### src/rtl/score_seg_renderer_if.sv
// Pixel-stream and control bundle between the position counters, the
// seven-segment score renderer and the RGB mux.
interface score_seg_renderer_if #(
    parameter int unsigned N_DIGITS = 2
);
    logic                    frame_start;
    logic                    pix_valid;
    logic [9:0]              x;
    logic [9:0]              y;
    logic [9:0]              start_x;
    logic [9:0]              start_y;
    logic [4*N_DIGITS-1:0]   value;
    logic                    lz_blank;
    logic                    blink_en;
    logic                    display;
    logic                    display_valid;
    logic                    changed;

    modport master (
        output frame_start, pix_valid, x, y, start_x, start_y, value, lz_blank, blink_en,
        input  display, display_valid, changed
    );

    modport slave (
        input  frame_start, pix_valid, x, y, start_x, start_y, value, lz_blank, blink_en,
        output display, display_valid, changed
    );
endinterface

### src/rtl/score_seg_renderer.sv
// Two-stage seven-segment renderer for the score overlay: frame-latched
// shadow registers, constant-pitch cell decode, then segment hit test.
module score_seg_renderer #(
    parameter int unsigned N_DIGITS     = 2,
    parameter int unsigned SEG_T        = 4,
    parameter int unsigned GAP          = 4,
    parameter int unsigned HEX_MODE     = 0,
    parameter int unsigned BLINK_FRAMES = 60,
    parameter int unsigned BLINK_DIV    = 3
) (
    input  logic                 clk,
    input  logic                 reset,
    score_seg_renderer_if.slave  bus
);
    localparam int unsigned T    = SEG_T;
    localparam int unsigned P    = 6 * T + GAP;
    localparam int unsigned SPAN = N_DIGITS * P;
    localparam int unsigned CW   = 11;
    localparam int unsigned KW   = (N_DIGITS > 1) ? $clog2(N_DIGITS) : 1;

    // Frame-latched shadow state
    logic [4*N_DIGITS-1:0] r_value;
    logic [9:0]            r_sx;
    logic [9:0]            r_sy;
    logic                  r_lz;
    logic [7:0]            r_blink_cnt;

    // Stage-1 pipeline registers
    logic                  r_s1_valid;
    logic                  r_s1_draw;
    logic [CW-1:0]         r_s1_cx;
    logic [CW-1:0]         r_s1_dy;
    logic [3:0]            r_s1_code;

    logic [CW-1:0]         w_dx;
    logic [CW-1:0]         w_dy;
    logic [CW-1:0]         w_cx;
    logic [KW-1:0]         w_k;
    logic [KW-1:0]         w_dig;
    logic                  w_in;
    logic                  w_gap;
    logic                  w_hide;
    logic                  w_lzb;
    logic                  w_zero_above;
    logic                  w_val_diff;
    logic [3:0]            w_code;
    logic [N_DIGITS-1:0]   w_lzmask;
    logic [6:0]            w_seg;
    logic [6:0]            w_hit;

    function automatic logic in_rng(input logic [CW-1:0] v, input int unsigned lo,
                                    input int unsigned hi);
        return (v >= CW'(lo)) && (v < CW'(hi));
    endfunction

    // Signed-safe offsets: a negative result sets bit 10, so x < sx never wraps in
    assign w_dx   = {1'b0, bus.x} - {1'b0, r_sx};
    assign w_dy   = {1'b0, bus.y} - {1'b0, r_sy};
    assign w_in   = !w_dx[CW-1] && (w_dx < CW'(SPAN)) && !w_dy[CW-1] && (w_dy < CW'(9 * T));
    assign w_gap  = (w_cx >= CW'(6 * T));
    assign w_dig  = KW'(N_DIGITS - 1) - w_k;
    assign w_hide = bus.blink_en && (r_blink_cnt != 8'd0) && r_blink_cnt[BLINK_DIV];
    assign w_val_diff = (bus.value != r_value);

    // Cell index and in-cell column by comparison against constant multiples of P
    always_comb begin
        w_k  = '0;
        w_cx = w_dx;
        for (int i = 1; i < int'(N_DIGITS); i++) begin
            if (w_dx >= CW'(i * P)) begin
                w_k  = KW'(i);
                w_cx = w_dx - CW'(i * P);
            end
        end
    end

    // A digit is a leading zero if it and every digit above it are zero
    always_comb begin
        w_zero_above = r_lz;
        w_lzmask     = '0;
        for (int i = int'(N_DIGITS) - 1; i >= 1; i--) begin
            w_zero_above = w_zero_above & (r_value[4*i +: 4] == 4'd0);
            w_lzmask[i]  = w_zero_above;
        end
    end

    always_comb begin
        w_code = '0;
        w_lzb  = 1'b0;
        for (int i = 0; i < int'(N_DIGITS); i++) begin
            if (w_dig == KW'(i)) begin
                w_code = r_value[4*i +: 4];
                w_lzb  = w_lzmask[i];
            end
        end
    end

    // Glyph table, segments ordered {a,b,c,d,e,f,g}
    always_comb begin
        w_seg = '0;
        case (r_s1_code)
            4'h0: w_seg = 7'b1111110;
            4'h1: w_seg = 7'b0110000;
            4'h2: w_seg = 7'b1101101;
            4'h3: w_seg = 7'b1111001;
            4'h4: w_seg = 7'b0110011;
            4'h5: w_seg = 7'b1011011;
            4'h6: w_seg = 7'b1011111;
            4'h7: w_seg = 7'b1110000;
            4'h8: w_seg = 7'b1111111;
            4'h9: w_seg = 7'b1111011;
            4'hA: w_seg = 7'b1110111;
            4'hB: w_seg = 7'b0011111;
            4'hC: w_seg = 7'b1001110;
            4'hD: w_seg = 7'b0111101;
            4'hE: w_seg = 7'b1001111;
            default: w_seg = 7'b1000111;
        endcase
        if ((HEX_MODE == 0) && (r_s1_code >= 4'hA)) begin
            w_seg = '0;
        end
    end

    assign w_hit = {
        in_rng(r_s1_cx, T,     5 * T) && in_rng(r_s1_dy, 0,     T),
        in_rng(r_s1_cx, 5 * T, 6 * T) && in_rng(r_s1_dy, T,     4 * T),
        in_rng(r_s1_cx, 5 * T, 6 * T) && in_rng(r_s1_dy, 5 * T, 8 * T),
        in_rng(r_s1_cx, T,     5 * T) && in_rng(r_s1_dy, 8 * T, 9 * T),
        in_rng(r_s1_cx, 0,     T)     && in_rng(r_s1_dy, 5 * T, 8 * T),
        in_rng(r_s1_cx, 0,     T)     && in_rng(r_s1_dy, T,     4 * T),
        in_rng(r_s1_cx, T,     5 * T) && in_rng(r_s1_dy, 4 * T, 5 * T)
    };

    // Shadow latch and blink counter
    always_ff @(posedge clk or posedge reset) begin
        if (reset) begin
            r_value     <= '0;
            r_sx        <= '0;
            r_sy        <= '0;
            r_lz        <= 1'b0;
            r_blink_cnt <= '0;
            bus.changed <= 1'b0;
        end else begin
            bus.changed <= 1'b0;
            if (bus.frame_start) begin
                r_value     <= bus.value;
                r_sx        <= bus.start_x;
                r_sy        <= bus.start_y;
                r_lz        <= bus.lz_blank;
                bus.changed <= w_val_diff;
                if (w_val_diff && bus.blink_en) begin
                    r_blink_cnt <= 8'(BLINK_FRAMES);
                end else if (r_blink_cnt != 8'd0) begin
                    r_blink_cnt <= r_blink_cnt - 8'd1;
                end
            end
        end
    end

    // Two-stage pixel pipeline; digit code is captured so a latch mid-flight cannot tear
    always_ff @(posedge clk or posedge reset) begin
        if (reset) begin
            r_s1_valid        <= 1'b0;
            r_s1_draw         <= 1'b0;
            r_s1_cx           <= '0;
            r_s1_dy           <= '0;
            r_s1_code         <= '0;
            bus.display       <= 1'b0;
            bus.display_valid <= 1'b0;
        end else begin
            r_s1_valid        <= bus.pix_valid;
            r_s1_draw         <= bus.pix_valid && w_in && !w_gap && !w_lzb && !w_hide;
            r_s1_cx           <= w_cx;
            r_s1_dy           <= w_dy;
            r_s1_code         <= w_code;
            bus.display       <= r_s1_draw && (|(w_seg & w_hit));
            bus.display_valid <= r_s1_valid;
        end
    end
endmodule

### src/flat_wrapper.sv
// flat-port wrapper written by rule: the top's interface ports become plain ports
module score_seg_renderer_flat 
#(
    parameter int unsigned N_DIGITS     = 2,
    parameter int unsigned SEG_T        = 4,
    parameter int unsigned GAP          = 4,
    parameter int unsigned HEX_MODE     = 0,
    parameter int unsigned BLINK_FRAMES = 60,
    parameter int unsigned BLINK_DIV    = 3
)
  (clk, reset, bus_frame_start, bus_pix_valid, bus_x, bus_y, bus_start_x, bus_start_y, bus_value, bus_lz_blank, bus_blink_en, bus_display, bus_display_valid, bus_changed);
  score_seg_renderer_if #(.N_DIGITS(N_DIGITS)) bus_i ();
  input  logic clk;
  input  logic reset;
  input wire logic [$bits(bus_i.frame_start)-1:0] bus_frame_start;
  input wire logic [$bits(bus_i.pix_valid)-1:0] bus_pix_valid;
  input wire logic [$bits(bus_i.x)-1:0] bus_x;
  input wire logic [$bits(bus_i.y)-1:0] bus_y;
  input wire logic [$bits(bus_i.start_x)-1:0] bus_start_x;
  input wire logic [$bits(bus_i.start_y)-1:0] bus_start_y;
  input wire logic [$bits(bus_i.value)-1:0] bus_value;
  input wire logic [$bits(bus_i.lz_blank)-1:0] bus_lz_blank;
  input wire logic [$bits(bus_i.blink_en)-1:0] bus_blink_en;
  output wire logic [$bits(bus_i.display)-1:0] bus_display;
  output wire logic [$bits(bus_i.display_valid)-1:0] bus_display_valid;
  output wire logic [$bits(bus_i.changed)-1:0] bus_changed;
  assign bus_i.frame_start = bus_frame_start;
  assign bus_i.pix_valid = bus_pix_valid;
  assign bus_i.x = bus_x;
  assign bus_i.y = bus_y;
  assign bus_i.start_x = bus_start_x;
  assign bus_i.start_y = bus_start_y;
  assign bus_i.value = bus_value;
  assign bus_i.lz_blank = bus_lz_blank;
  assign bus_i.blink_en = bus_blink_en;
  assign bus_display = bus_i.display;
  assign bus_display_valid = bus_i.display_valid;
  assign bus_changed = bus_i.changed;
  score_seg_renderer #(.N_DIGITS(N_DIGITS), .SEG_T(SEG_T), .GAP(GAP), .HEX_MODE(HEX_MODE), .BLINK_FRAMES(BLINK_FRAMES), .BLINK_DIV(BLINK_DIV)) u_core (.clk(clk), .reset(reset), .bus(bus_i));
endmodule
### config.mk
export PLATFORM = sky130hd
export DESIGN_NAME = score_seg_renderer_flat
export DESIGN_NICKNAME = d
export VERILOG_FILES = /design/src/rtl/score_seg_renderer_if.sv /design/src/rtl/score_seg_renderer.sv /design/src/flat_wrapper.sv
export SDC_FILE = /design/constraint.sdc
export NUM_CORES = 1
export LEC_CHECK = 0
export CAP_MARGIN = 15
export CORE_MARGIN = 4
export CORE_UTILIZATION = 25
export CTS_CLUSTER_SIZE = 12
export DETAILED_ROUTE_END_ITERATION = 10
export SLEW_MARGIN = 20
export SYNTH_ARGS = -nofsm -noshare
export SYNTH_HDL_FRONTEND = slang
export SYNTH_SLANG_ARGS = --single-unit
### constraint.sdc
create_clock -name clk -period 3.1 [get_ports clk]
set_clock_uncertainty 0.1 [all_clocks]
set_input_delay 0.465 -clock clk [delete_from_list [all_inputs] [get_ports clk]]
set_output_delay 0.465 -clock clk [all_outputs]
set_load 0.03 [all_outputs]
==> results of run 1 <==
state kept, by name (all words and copies together), names as in the netlist, 4 cells and up:
| name | count |
|---|---|
| u_core.r_value | 8 |
| u_core.r_s1_cx | 9 |
| u_core.r_sx | 10 |
| u_core.r_s1_dy | 11 |
| u_core.r_s1_code | 4 |
| u_core.r_sy | 10 |
| u_core.r_blink_cnt | 8 |
cell type report:
class | instances | area, µm²
inverters | 36 | 135
clock inverters | 2 | 37.5
clock buffers | 12 | 256
fillers | 1608 | 10300
flip-flops and latches | 66 | 1650
well taps | 216 | 270
multi-input cells | 310 | 2350
repair buffers | 110 | 973
repair_timing:
| action | CTS | global route |
|---|---|---|
| endpoints found under the setup margin | 9 | 10 |
| setup buffers | 6 | 2 |
| resized for setup | 16 | 6 |
| hold buffers | 0 | 0 |
| hold endpoints to repair | 0 | 0 |
| pin swaps | 15 | 8 |
cell usage in the layout (no fill, tap or decap), types with 5 or more instances in the layout:
master and n:
sky130_fd_sc_hd__a21oi_1 18, sky130_fd_sc_hd__mux2_2 11, sky130_fd_sc_hd__dlygate4sd2_1 5, sky130_fd_sc_hd__nand3_1 9
sky130_fd_sc_hd__nor3_1 12, sky130_fd_sc_hd__o21a_1 9, sky130_fd_sc_hd__xor2_1 16, sky130_fd_sc_hd__inv_1 35
sky130_fd_sc_hd__xnor2_1 17, sky130_fd_sc_hd__mux2_1 5, sky130_fd_sc_hd__dfrtp_1 66, sky130_fd_sc_hd__o21ai_1 5
sky130_fd_sc_hd__nor4_1 7, sky130_fd_sc_hd__clkbuf_16 9, sky130_fd_sc_hd__ha_1 23, sky130_fd_sc_hd__buf_4 52
sky130_fd_sc_hd__clkdlybuf4s50_1 49, sky130_fd_sc_hd__nor2_1 20, sky130_fd_sc_hd__nand2_1 45, sky130_fd_sc_hd__o21ai_0 25
final timing paths:
check                                  startpoint                        to  cells after the start
max in group asynchronous                   reset            u_core.r_sy[8]                      3
worst min-delay path            u_core.r_s1_valid  u_core.bus.display_valid                      0
worst min register to register  u_core.r_s1_valid  u_core.bus.display_valid                      0
min in group asynchronous                   reset         u_core.r_value[6]                      2
worst max-delay path                     bus_x[5]          u_core.r_s1_draw                     10
worst max register to register     u_core.r_sx[0]          u_core.r_s1_draw                     11
kinds of logic (layout without fill, tap and decap cells):
group / Yosys count / after routing / share of synthesized area [%]
AND/OR/NAND/NOR: 134 / 134 / 16.9
AO/OA/AOI/OAI: 91 / 91 / 15.4
flip-flops: 66 / 66 / 40.5
buffers and inverters: 45 / 160 / 4.33
XOR/XNOR: 34 / 34 / 7.30
adder cells (fa/ha/maj): 30 / 30 / 9.58
multiplexers: 21 / 21 / 5.95
stage by stage:
step / setup TNS [ns] / util, % / cell area, µm²
6_report: 0 / 35.6 / 5670
5_1_grt: -0.821 / 35.6 / 5670
4_1_cts: 0 / 35.3 / 5630
3_5_place_dp: -5.89 / 32.8 / 5240
3_3_place_gp: -5.46 / 32.8 / 5240
2_1_floorplan: 0 / - / 4090
routing by layer:
layer	share of wire, %	vias to the layer above	wire, µm
li1	-	1704	-
met1	45	1605	4330
met2	51	46	4900
met3	2.6	9	252
met4	1.3	0	120
met5	0	-	0
power by group through the flow:
| stage | sequential (µW) | clock, µW | combinational, µW |
|---|---|---|---|
| after CTS | 1120 | 1040 | 968 |
| after detailed placement | 1130 | 0 | 934 |
| after global placement | 1130 | 0 | 918 |
| after floorplan | 1100 | 0 | 589 |
| after global routing | 1140 | 1080 | 1090 |
| final | 1120 | 1010 | 977 |
worst reg2reg max path: stages (launching register included):
cell                       delay, ns
sky130_fd_sc_hd__dfrtp_1        0.38
sky130_fd_sc_hd__ha_2           0.20
sky130_fd_sc_hd__fa_2           0.42
sky130_fd_sc_hd__nor2b_4        0.16
sky130_fd_sc_hd__o31a_4         0.17
sky130_fd_sc_hd__o311ai_4       0.11
sky130_fd_sc_hd__a22oi_2        0.22
sky130_fd_sc_hd__buf_4          0.15
sky130_fd_sc_hd__a22o_1         0.16
sky130_fd_sc_hd__nand4_1        0.11
sky130_fd_sc_hd__or4b_4         0.56
sky130_fd_sc_hd__nor4_4         0.21
==> results.txt, run 1 <==
- Sum of buffers and inverters on the critical path: 2
* Cell count after placement: 731
- Setup WS pre-CTS: -0.569 ns
- Number of flops mapped to enable cells by yosys: 0
* Post-synthesis instance total: between 400 and 500
- Setup slack closes at approximately 0.036 ns.
* Number of inserted diodes: 0
- Min cycle time layout: around 3.1 ns
- Die boundary height: roughly 140 µm
- The global routing stage identified its most utilized layer as met2.
- The clock passes through at most 2 buffers.
* Initial core utilization: around a quarter
* Site row count: 46
- Max capacitance violation total: 0
- After synthesis, the largest area contributor takes up between 40% and 50% of total cell area.
- The count of endpoints failing hold in the final timing report came to 0.
- CTS clk-pin slew, worst paths: ~0.050 ns
- In this run the tool buffered the top-level ports with 56 buffer cells.
* Worst path required time: 3.23 ns
- Critical Path End Type: register
- Count of boundary I/O pins: 57
- Grt met2 use: slightly below 20%
- Die area: 18400 µm²
* Count of clock tree sinks: 66
* Later-pin clock latency in the skew report: approximately 0.32 ns
- Setup slack on the worst reg-to-reg path comes out at ~0.060 ns.
* Final standard cell count with taps included and fillers excluded: roughly 750
- Largest stage delay on the critical path: approximately 0.46 ns
- Total count of max-transition violations in the final report: 0
* Drt first pass iters: 4
- The most used flip-flop cell after synthesis is sky130_fd_sc_hd__dfrtp_1.
- Number of design rule violations left after detail routing: 0
- Synth-to-layout area growth: 39.1%
- Gr ovfl total: 0
- The worst setup path is launched from an input pin.
- Synthesis instantiated 62 different standard cells from the library.
- Power Dens Cells: approximately 550 nW/µm²
* Initial drt markers: slightly above 80
- Of all cell types, the one taking the most synthesized area is sky130_fd_sc_hd__dfrtp_1.
- Wirelength, routed: 9600 µm
- Cell internal power was estimated by the tool at roughly 2200 µW.
- Summed over all cells, the static leakage comes to roughly 0.0024 µW.
- Per-instance average area after synthesis: 9.68 µm²
* Maximum number of pins on one net before global-route repair: 45
- Most repeated cell in the gate-level netlist after synthesis: sky130_fd_sc_hd__dfrtp_1
- Clock tree synthesis inserted a total of 9 buffers.
* Power share of the sequential group: a little over a third
- Of the cells placed in the final design, the portion with a size suffix greater than 1 is roughly 20%.
- Timing would allow up to about 0.33 GHz.
- Setup violations remaining at the end of the flow were counted as 0.
* Nets in the synthesized netlist: 505
- For the worst setup path, the data arrival time is about 3.2 ns.
- Hold Crit Class: register to register
- Number of antenna violations at the first check in global routing: 0
* Kind of critical path: input pin to register
- Routability congestion estimate from global placement: ~0.84
- In the global route stage, met3 resource usage came out at under 10%.
* Part of the power in combinational logic: 31.4%
* Leading post-synthesis cells by instance count: sky130_fd_sc_hd__dfrtp_1, sky130_fd_sc_hd__nand2_1, sky130_fd_sc_hd__inv_1
- CP top delay family: simple AND/OR/NAND/NOR gates
- TritonCTS clock tree: built
- #FFs+latches synth: 66
- Number of synthesis warnings: 0
* Total global-route track usage: between 10 and 15%
- Final #Nets: about 620
* Synthesized area: about 4100 µm²
- Transition time at the pin with the least slew margin: 0.597 ns
* Number of vias per cell: 4.47
- The number of global-route vias before repair is around 3500.
- Net switching power: between 900 and 1000 µW
- Setup repair after global routing could not meet its margin everywhere.
- Max stage delay cell, worst path: sky130_fd_sc_hd__or4b_4
* Post-DRT Antenna Nets: 0
- For met1 alone, demand over resource in global routing was a little over an eighth.
- Synth top area cells: sky130_fd_sc_hd__dfrtp_1, sky130_fd_sc_hd__ha_1, sky130_fd_sc_hd__nand2_1, sky130_fd_sc_hd__xnor2_1, sky130_fd_sc_hd__xor2_1
- Total number of H-tree levels: 3
* Maximum resistive drop on vdd: ~0.23 mV
* Average wire per cell in the routed design: around 13 µm
- Of all nets on the critical path, the largest fanout is 6.
- Traced cell by cell, the critical path runs through clkdlybuf4s50_1, ha_1, or2_1, nand2_1, a31oi_1, or3_1, a211oi_2, buf_4, or4b_4, nor4_4.
- The first global-routing pass estimated 16200 µm of wire.
* Worst relative slew slack: between 50% and 60%
- Total number of vias: about 3400
- Outcome: finished, final reports clean
- The die is 136 µm wide.
- Asr flop ratio synth: 100%
* Share of the cycle needed by the critical path after routing: 98.8%
- Clock Root Buffer: sky130_fd_sc_hd__clkbuf_16
- Design Power: around 3100 µW
- In this run the standard cell core region covers between 15000 and 20000 µm².
- The clock network burns 32.6% of the power.
- Sequential-to-total area share from yosys stat: 40.5%
- Net switching is between 20 and 30% of the power.
- The wire-length estimate of the detail-placed layout is between 7000 and 8000 µm.
- On the final layout, the worst hold slack is around 0.25 ns.
Power figures use the tool's default switching activity.
==> inputs of run 2 (changes only) <==
--- a/config.mk
+++ b/config.mk
@@ -10,6 +10,7 @@
 export CORE_UTILIZATION = 25
 export CTS_CLUSTER_SIZE = 12
 export DETAILED_ROUTE_END_ITERATION = 10
+export REMOVE_ABC_BUFFERS = 1
 export SLEW_MARGIN = 20
 export SYNTH_ARGS = -nofsm -noshare
 export SYNTH_HDL_FRONTEND = slang
==> constraint.sdc (replaced) <==
create_clock -name clk -period 3.1 [get_ports clk]
set_clock_uncertainty 0.1 [all_clocks]
set_input_delay 0.31 -clock clk [delete_from_list [all_inputs] [get_ports clk]]
set_output_delay 0.31 -clock clk [all_outputs]
set_load 0.03 [all_outputs]
==> results.txt, run 2 (synthesized netlist as in run 1, its figures left out) <==
- The flow ran to the end, and the final reports show no timing, DRC or antenna violations.
* Share of the cycle needed by the critical path after routing: 98.4% (-0.39 points)
- The core region area is 15900 µm² (unchanged).
- In this run the critical register-to-register path is launched from u_core.r_sx[0].
- Hold wc startpoint: bus_frame_start
- The count of hold buffers inserted by post-cts repair came to 0 (unchanged).
- Worst path required time: 3.25 ns (+0.02 ns)
- The area enclosed by the die boundary came to 18400 µm² (unchanged).
- Total leakage power: 0.00239 µW (-1.2%)
* Number of global-route vias before repair: 3450 (-2.2%)
- Kind of critical path: register to register
- The number of vias in the routed layout came to 3364 (unchanged).
- Min cycle time layout: 3.05 ns (-0.0120 ns)
- Summed area of non-filler cells in the final layout: 5670 µm² (about the same)
- Kind of start point of the critical path: register
- Synth-to-layout area growth: 39.2% (about the same)
* Count of boundary I/O pins: 57 (unchanged)
* Sw Share: 32.2% (+2.3 points)
* CP Data Arrival Time: 3.20 ns (about the same)
* Hold Crit Class: input pin to register
- The maximum fanout count along the critical path came to 3 (-3).
- Die boundary height: 136 µm (unchanged)
- The count of endpoints failing hold in the final timing report is 0 (unchanged).
* TritonCTS clock tree: built
- Setup repair after global routing missed its margin: yes
* Flip-flop count of the largest register after layout: 11 (unchanged)
* Global-route wire length before repair: 16100 µm (-0.59%)
- The aggregate global routing overflow is 0 (unchanged).
- The fraction of power consumed by combinational cells came to 32.6% (+1.2 points).
- Number of design rule violations left after detail routing: 0 (unchanged)
* Leading cell type in the layout, fill and taps excluded: sky130_fd_sc_hd__dfrtp_1
* Net switching power: 985 µW (+5.6%)
- Max capacitance violation total: 0 (unchanged)
- The largest registers in the layout are u_core.r_s1_dy x11, u_core.r_sx x10, u_core.r_sy x10.
- Later-pin clock latency in the skew report: 0.34 ns (+0.02 ns)
* Drt first pass iters: 4 (unchanged)
- The number of buffers added by the clock tree synthesis step was 9 (unchanged).
- The clock input transition at the sequential cells of the worst setup and hold paths is 0.06 ns (about the same).
- Post-DP HPWL: 7470 µm (-0.27%)
- Maximum number of pins on one net before global-route repair: 38 (-16%)
- Power Dens Cells: 538 nW/µm² (-1.9%)
* Worst Setup SP: u_core.r_sx[0]
- The floorplan die width is 136 µm (unchanged).
- The global-route usage over all layers came to 10.9% (+0.025 points).
- The initial cell density of the core was 25.6% (unchanged).
- Part of the power in the clock network: 30.8% (-1.8 points)
- Final #Nets: 614 (-0.49%)
- The H-tree depth is 3 (unchanged).
* Total count of max-transition violations in the final report: 0 (unchanged)
- Port bufs: 56 (unchanged)
- Site row count: 46 (unchanged)
- Maximum resistive drop on vdd: 0.210 mV (-9.6%)
- The count of filler cells inserted in the layout was 1583 (-1.6%).
- Power share of the sequential group: 36.6% (+0.6 points)
- The maximum clock insertion buffer count was 2 (unchanged).
- Register with the most flip-flops: u_core.r_s1_dy
- The number of DRC violations after detailed-routing iteration 0 is 110 (+33%).
* Placement-stage cell area: 5200 µm² (-0.62%)
* Count of clock tree sinks: 66 (unchanged)
- The number of nets with antenna violations after detailed routing is 0 (unchanged).
* Average wire per cell in the routed design: 12.9 µm (+1.4%)
* Final setup violation count: 0 (unchanged)
* Transition time at the pin with the least slew margin: 0.699 ns (+0.103 ns)
- Design Power: 3050 µW (-1.8%)
- The number of inserted diodes is 0 (unchanged).
- The wire length reported by the detailed router is 9720 µm (+1.3%).
- The routed via count divided by cell count is 4.48 (+0.13%).
* Internal portion of total power: 2070 µW (-5.0%)
- Routability congestion estimate from global placement: 0.821 (-2.7%)
* Worst relative slew slack: 52.9% (-6.9 points)
* Layout cell share with drive strength beyond 1: 21.1% (+0.79 points)
- Setup slack on the worst flop-to-flop path: 0.05 ns (about the same)
- Commonest non-fill, non-tap cells in the layout: sky130_fd_sc_hd__dfrtp_1, sky130_fd_sc_hd__clkdlybuf4s50_1, sky130_fd_sc_hd__buf_4
- CTS placed an instance of sky130_fd_sc_hd__clkbuf_16 at the clock tree root.
- The top achievable clock speed is 0.328 GHz (+0.39%).
- The number of antenna violations at the first check in global routing came to 0 (unchanged).
- STA classifies the critical path endpoint as a register.
run 2: changes by cell type in the layout (fill, tap and decap cells not counted), moves of 2 or more:
| cell | before | now |
|---|---|---|
| sky130_fd_sc_hd__buf_4 | 52 | 49 |
| sky130_fd_sc_hd__clkbuf_8 | 2 | 0 |
| sky130_fd_sc_hd__clkdlybuf4s50_1 | 49 | 54 |
| sky130_fd_sc_hd__clkinv_2 | 0 | 2 |
| sky130_fd_sc_hd__dlygate4sd2_1 | 5 | 0 |
| sky130_fd_sc_hd__nand3_1 | 9 | 7 |
| sky130_fd_sc_hd__nor3_2 | 3 | 1 |
| sky130_fd_sc_hd__o2111ai_1 | 4 | 2 |
| sky130_fd_sc_hd__o2111ai_2 | 1 | 3 |
run 2: critical path, stage by stage (launching register included):
cell and delay (ns):
sky130_fd_sc_hd__dfrtp_1 0.40, sky130_fd_sc_hd__ha_4 0.18, sky130_fd_sc_hd__fa_2 0.42, sky130_fd_sc_hd__buf_4 0.16, sky130_fd_sc_hd__xnor2_2 0.14, sky130_fd_sc_hd__ha_2 0.21
sky130_fd_sc_hd__nand3_4 0.10, sky130_fd_sc_hd__nor3_4 0.05, sky130_fd_sc_hd__buf_4 0.13, sky130_fd_sc_hd__a311oi_2 0.32, sky130_fd_sc_hd__nand4_1 0.11, sky130_fd_sc_hd__or4b_1 0.49
sky130_fd_sc_hd__nor4_2 0.15
run 2: power by group through the flow:
stage / Combinational, µW / Sequential [µW] / Clock [µW]
2_1_floorplan: 569 / 1110 / 0
3_3_place_gp: 904 / 1130 / 0
3_5_place_dp: 923 / 1130 / 0
4_1_cts: 933 / 1120 / 970
5_1_grt: 1100 / 1140 / 998
6_report: 996 / 1120 / 940
run 2: layout make-up:
class / count / area [µm²] / area share (%)
clock inverters: 6 / 42.5 / 0.750
well taps: 216 / 270 / 4.76
inverters: 36 / 135 / 2.38
clock buffers: 10 / 229 / 4.04
repair buffers: 107 / 957 / 16.9
flip-flops and latches: 66 / 1650 / 29.1
multi-input cells: 310 / 2390 / 42.1
run 2: timing repair:
action / 4_1_cts / 5_1_grt
gates resized for setup: 3 / 24
setup endpoints to repair: 1 / 9
pin swaps: 0 / 22
setup buffers: 0 / 7
run 2: path summary, 6_finish.rpt:
kind	endpoint	depth (start not counted)
worst min register to register	u_core.bus.display_valid	0
min in group asynchronous	u_core.r_blink_cnt[6]	2
max in group asynchronous	u_core.r_s1_cx[2]	3
worst max register to register	u_core.r_s1_draw	12
worst max-delay path	u_core.r_s1_draw	12
worst min-delay path	u_core.r_sy[1]	3
run 2: stage by stage:
step	std cells	hold slack [ns]	utilization [%]	setup TNS (ns)	worst slack [ns]
floorplan	412	0.231	-	0	0.0507
global placement	728	0.282	32.6	-2.70	-0.343
detailed placement	728	0.276	32.6	-3.38	-0.441
CTS	744	0.252	34.4	0	0.00298
global route	751	0.274	35.6	-0.406	-0.113
finish	751	0.257	35.6	0	0.0485
run 2: per-layer routing:
| metal | global-route usage, % | routed length, µm | vias up | share of wire [%] |
|---|---|---|---|---|
| li1 | - | - | 1703 | - |
| met2 | 18.2 | 4660 | 61 | 48 |
| met3 | 2.75 | 358 | 11 | 3.7 |
| met1 | 13.5 | 4540 | 1589 | 47 |
| met4 | 4.31 | 162 | 0 | 1.7 |
| met5 | 0 | 0 | - | 0 |
